===== src/rtl/maxpool_ctrl_pkg.sv =====
// Shared constants, state encoding and width helper for the max-pooling window controller.
package maxpool_ctrl_pkg;

  localparam int DEF_DW = 16;

  typedef enum logic [1:0] {
    ST_IDLE  = 2'd0,
    ST_ACC   = 2'd1,
    ST_DRAIN = 2'd2
  } state_t;

  // Counter width for a range of n values, never narrower than one bit.
  function automatic int cnt_w(input int n);
    return (n > 1) ? $clog2(n) : 1;
  endfunction

endpackage


===== src/rtl/pool_acc.sv =====
// Running signed maximum register: loads on the first sample of a window, then keeps the larger value.
// Ties keep the stored value; updates only on accepted samples.
module pool_acc
  import maxpool_ctrl_pkg::*;
#(
  parameter int DW = DEF_DW
) (
  input  logic          i_clk,
  input  logic          i_rst_n,
  input  logic          i_load,
  input  logic          i_en,
  input  logic [DW-1:0] i_data,
  output logic [DW-1:0] o_acc
);

  always_ff @(posedge i_clk) begin
    if (!i_rst_n) begin
      o_acc <= '0;
    end else if (i_en && (i_load || ($signed(i_data) > $signed(o_acc)))) begin
      o_acc <= i_data;
    end
  end

endmodule


===== src/rtl/maxpool_ctrl.sv =====
// Max-pool window sequencer: one pooled max per K*K samples, result valid the cycle after the closing sample.
// Only the closing sample of a window stalls, and only while the previous result is still unconsumed.
module maxpool_ctrl
  import maxpool_ctrl_pkg::*;
#(
  parameter int DW    = DEF_DW,
  parameter int K     = 2,
  parameter int OUT_W = 4,
  parameter int OUT_H = 4
) (
  input  logic          i_clk,
  input  logic          i_rst_n,
  input  logic          i_start,
  input  logic [DW-1:0] i_data,
  input  logic          i_valid,
  output logic          o_ready,
  output logic [DW-1:0] o_data,
  output logic          o_valid,
  input  logic          i_ready,
  output logic          o_last,
  output logic          o_busy,
  output logic          o_done
);

  localparam int NS = K * K;
  localparam int SW = cnt_w(NS);
  localparam int XW = cnt_w(OUT_W);
  localparam int YW = cnt_w(OUT_H);

  localparam logic [SW-1:0] S_LAST = SW'(NS - 1);
  localparam logic [XW-1:0] X_LAST = XW'(OUT_W - 1);
  localparam logic [YW-1:0] Y_LAST = YW'(OUT_H - 1);

  state_t        state_q, state_d;
  logic [SW-1:0] s_q;
  logic [XW-1:0] wx_q;
  logic [YW-1:0] wy_q;
  logic [DW-1:0] acc;
  logic [DW-1:0] win_max;
  logic [DW-1:0] data_q;
  logic          valid_q;
  logic          last_q;
  logic          done_q;
  logic          done_d;
  logic          accept;
  logic          consume;
  logic          closing;
  logic          s_is_last;
  logic          final_win;
  logic          start_go;

  assign s_is_last = (s_q == S_LAST);
  assign final_win = (wx_q == X_LAST) && (wy_q == Y_LAST);

  // i_ready reaches o_ready only through the closing-sample stall term.
  assign o_ready  = (state_q == ST_ACC) && !(s_is_last && valid_q && !i_ready);
  assign accept   = i_valid && o_ready;
  assign consume  = valid_q && i_ready;
  assign closing  = accept && s_is_last;
  // A start coinciding with the done pulse is ignored; restart is accepted one cycle later.
  assign start_go = i_start && !done_q;
  assign win_max  = ($signed(i_data) > $signed(acc)) ? i_data : acc;

  pool_acc #(
    .DW(DW)
  ) u_pool_acc (
    .i_clk  (i_clk),
    .i_rst_n(i_rst_n),
    .i_load (s_q == '0),
    .i_en   (accept),
    .i_data (i_data),
    .o_acc  (acc)
  );

  always_comb begin
    state_d = state_q;
    done_d  = 1'b0;
    unique case (state_q)
      ST_IDLE: begin
        if (start_go) state_d = ST_ACC;
      end
      ST_ACC: begin
        if (closing && final_win) state_d = ST_DRAIN;
      end
      ST_DRAIN: begin
        if (!valid_q || consume) begin
          state_d = ST_IDLE;
          done_d  = 1'b1;
        end
      end
      default: state_d = ST_IDLE;
    endcase
  end

  always_ff @(posedge i_clk) begin
    if (!i_rst_n) begin
      state_q <= ST_IDLE;
      done_q  <= 1'b0;
    end else begin
      state_q <= state_d;
      done_q  <= done_d;
    end
  end

  always_ff @(posedge i_clk) begin
    if (!i_rst_n) begin
      s_q  <= '0;
      wx_q <= '0;
      wy_q <= '0;
    end else if ((state_q == ST_IDLE) && start_go) begin
      s_q  <= '0;
      wx_q <= '0;
      wy_q <= '0;
    end else if (accept) begin
      if (s_is_last) begin
        s_q <= '0;
        if (wx_q == X_LAST) begin
          wx_q <= '0;
          wy_q <= (wy_q == Y_LAST) ? '0 : wy_q + YW'(1);
        end else begin
          wx_q <= wx_q + XW'(1);
        end
      end else begin
        s_q <= s_q + SW'(1);
      end
    end
  end

  // A closing sample reloads the slot even when the old result is consumed in the same cycle.
  always_ff @(posedge i_clk) begin
    if (!i_rst_n) begin
      data_q  <= '0;
      valid_q <= 1'b0;
      last_q  <= 1'b0;
    end else if (closing) begin
      data_q  <= win_max;
      valid_q <= 1'b1;
      last_q  <= final_win;
    end else if (consume) begin
      valid_q <= 1'b0;
      last_q  <= 1'b0;
    end
  end

  assign o_data  = data_q;
  assign o_valid = valid_q;
  assign o_last  = last_q;
  assign o_busy  = (state_q != ST_IDLE);
  assign o_done  = done_q;

endmodule


===== config.mk =====
export PLATFORM = sky130hd
export DESIGN_NAME = maxpool_ctrl
export DESIGN_NICKNAME = d
export VERILOG_FILES = /design/src/rtl/maxpool_ctrl_pkg.sv /design/src/rtl/pool_acc.sv /design/src/rtl/maxpool_ctrl.sv
export SDC_FILE = /design/constraint.sdc
export NUM_CORES = 1
export LEC_CHECK = 0
export ABC_CLOCK_PERIOD_IN_PS = 2200
export CAP_MARGIN = 20
export CORE_UTILIZATION = 49
export CTS_BUF_LIST = sky130_fd_sc_hd__clkbuf_4 sky130_fd_sc_hd__clkbuf_8
export DETAILED_ROUTE_END_ITERATION = 7
export GPL_ROUTABILITY_DRIVEN = 0
export GPL_TIMING_DRIVEN = 1
export PLACE_DENSITY = 0.87
export SLEW_MARGIN = 20
export SYNTH_ARGS = -nofsm -noshare
export SYNTH_HDL_FRONTEND = slang
export SYNTH_SLANG_ARGS = --single-unit
export TNS_END_PERCENT = 10

===== constraint.sdc =====
create_clock -name i_clk -period 2.2 [get_ports i_clk]
set_input_delay 0.44 -clock i_clk [delete_from_list [all_inputs] [get_ports i_clk]]
set_output_delay 0.44 -clock i_clk [all_outputs]
set_load 0.005 [all_outputs]

==> run metrics <==
HP Class flip-flop to flip-flop; Multi-input gate area 0.00158 sq mm; DRC errors left 0; WHS Path Cells 1; antenna viol nets, final 0; Overall Power 1.80 mW; Yosys warnings 0; initial antenna violation count 0; Data required, critical path 2.40 ns; PwrDens 503 mW/mm^2; Synth top cells by count 43 x dfxtp_1, 39 x nand2_1, 20 x ha_1, 20 x mux2i_1, 19 x inv_1; met2 wire len 4140 um; Hold Startpoint state_q[1]; Arr. time, crit path 2.60 ns; Synth cell types 37; first-pass GRT wire length 11700 um; Hold Fails Final Rpt 0; Post-DP HPWL 3700 um; root buffer cell clkbuf_8; met3 WL 439 um; NumNets Final 376; IO buf count 41; Tot GR Track Use 0.310; CP max stage delay 0.42 ns; Routed wire per std cell 20.4 um; Std-Cell Rows 24; largest net degree at the start of global routing 25; Peak Freq 416 MHz; average cell area after synthesis 9.38 sq um; Area growth syn-to-layout 58.8%; clk_skew 0.00781 ns; CP max FO 8; H-Tree Level Count 2; Async SR Flop Fraction 0; reg-to-reg endpoint o_data[5]; Yosys top cell by area dfxtp_1; Syn Inst Count 240; CTS buffer count 5; VDD IR max 445 uV; Setup Total Neg Slack -3.78 ns; CP startpoint kind input pin; Hold EP state_q[0]; DIE AREA 0.00487 sq mm; Finished Core Util 0.816; minimum clock period 2.40 ns; gr ovfl total 0; R2R setup slack -0.19 ns; Synth top area share 0.382; register area 877 sq um; CTS hold repair buffers 0; number of detailed-route iterations in the first pass 4; I/O pins 42; CP cell instances dlygate4sd2_1, ha_1, nand4_1, a2111o_1, a31o_4, buf_6, a21bo_4, o221a_1; Worst setup EP type flip-flop; Vias per Instance 5.98; Tightest Pin Transition 0.468 ns; number of setup violations in the final report 32; Skew-Pair Late Insertion Delay 0.31 ns; Met1 Routed Length 2930 um; violated checks setup timing; pre-CTS WS -0.567 ns; period utilisation layout 1.09; Clk pin slew, worst setup/hold paths 0.09 ns; FF-to-FF path depth 8; Seq cells post-synth 43; Die Wd 69.8 um; CP top delay family compound AO/OA/AOI/OAI gates; post-synthesis sequential area ratio 0.382; Vias 2321; Placeable Area 0.00438 sq mm; clock sinks 43; CTS Buffer Depth 2; Synth area leaders dfxtp_1 38%, ha_1 11%, mux2i_1 8.9%; antenna diode count 0; RSZ-0062 raised after global routing true; Max-slew headroom 0.687; Post-Syn Nets 281; Static Leak 1.53 nW; top-count cell post-synth dfxtp_1; max_cap viols 0; Netlist Area Pre-Place 0.00225 sq mm; DRT iter0 DRCs 149; final worst setup slack -0.202 ns; count of pins over their slew limit 0; WL final 7930 um; Post-synth top flop dfxtp_1; Buf/Inv on CP 2; vias in the first global route 2400; Starting Density 0.514; highest routed metal layer met4; outcome finished, violations left; EDFF count, synth 0; fill cell count 244; die height 69.8 um; RR Startpoint u_pool_acc.o_acc[6]; CTS tree built; share of cells above drive strength 1 0.393; critical path class input pin to flip-flop; critical path's slowest cell a2111o_1
==> final cells by class <==
type,count,share of cell area
multi-input combinational,168,0.442
timing repair buffer,98,0.250
sequential,43,0.245
clock buffer,6,0.0213
inverter,19,0.0199
tap,52,0.0182
clock inverter,2,0.00350
==> cells in the final DEF, fill, tap and decap left out, drive strengths merged, types with 3 or more instances in the layout <==
master         Yosys  layout
a21oi             12      12
buf                3      57
clkbuf             8      11
clkdlybuf4s15      0       3
clkdlybuf4s50      0      24
dfxtp             43      43
dlygate4sd2        0       9
ha                20      20
inv               19      19
mux2i             20      20
nand2             39      39
nand2b             3       3
nand3              3       3
nand4              4       4
nor2              10      10
nor3               3       3
o21a              17      17
o21ai              4       4
o221a             16      16
==> where the power goes <==
group,switching [mW],internal (mW)
combinational,0.214,0.237
clock,0.291,0.235
sequential,0.0186,0.802
total,0.523,1.27
==> worst register-to-register path, stage by stage, from the launching register on <==
cell and delay [ns]:
dfxtp_2 0.35, inv_1 0.04, ha_1 0.30, nand4_1 0.27, a2111o_1 0.42, a31o_4 0.28, buf_6 0.12, a21bo_4 0.25
o221a_1 0.24
==> state kept, by name, summed over array words and instances, names as in the netlist <==
name              count
o_done                1
s_q                   2
o_valid               1
o_data               16
u_pool_acc.o_acc     16
wy_q                  2
wx_q                  2
o_last                1
state_q               2
==> worst max path at each step <==
stage               cells past startpoint                   end  slack (ns)                 start
global placement                        9             o_data[1]       -0.53             i_data[9]
CTS                                    10             o_data[1]       -0.06  u_pool_acc.o_acc[11]
finish                                  8             o_data[5]       -0.20             i_data[6]
floorplan                               8  u_pool_acc.o_acc[10]       -0.01            i_data[13]
global route                            8             o_data[5]       -0.20   u_pool_acc.o_acc[6]
detailed placement                      8             o_data[2]       -0.57             i_data[1]
==> per-stage QoR <==
| stage | hold WS [ns] | area [sq um] | cells |
|---|---|---|---|
| floorplan | 0.439 | 2270 | 240 |
| global placement | 0.458 | 2950 | 354 |
| detailed placement | 0.473 | 2950 | 354 |
| CTS | 0.480 | 3410 | 375 |
| global route | 0.513 | 3580 | 388 |
| finish | 0.491 | 3580 | 388 |
==> routing by layer <==
layer | up-vias | track usage
met5 | - | 0
met4 | 0 | 0.162
met3 | 39 | 0.0538
met2 | 103 | 0.568
met1 | 1129 | 0.335
li1 | 1050 | -
==> what timing repair did <==
item | CTS | global route
cloned | 3 | 0
setup endpoints to repair | 33 | 33
gates resized for setup | 68 | 25
setup buffers | 10 | 13
pin swaps | 32 | 16
==> logic make-up after synthesis <==
kind of cell,after synthesis,synth area share
DFF,43,0.382
AOI/OAI and AO/OA,56,0.211
and+or+nand+nor,71,0.150
muxes,20,0.0889
buffers and inverters,30,0.0572
adders and majority gates,20,0.111
No activity file was read; power rests on OpenSTA's default activity.
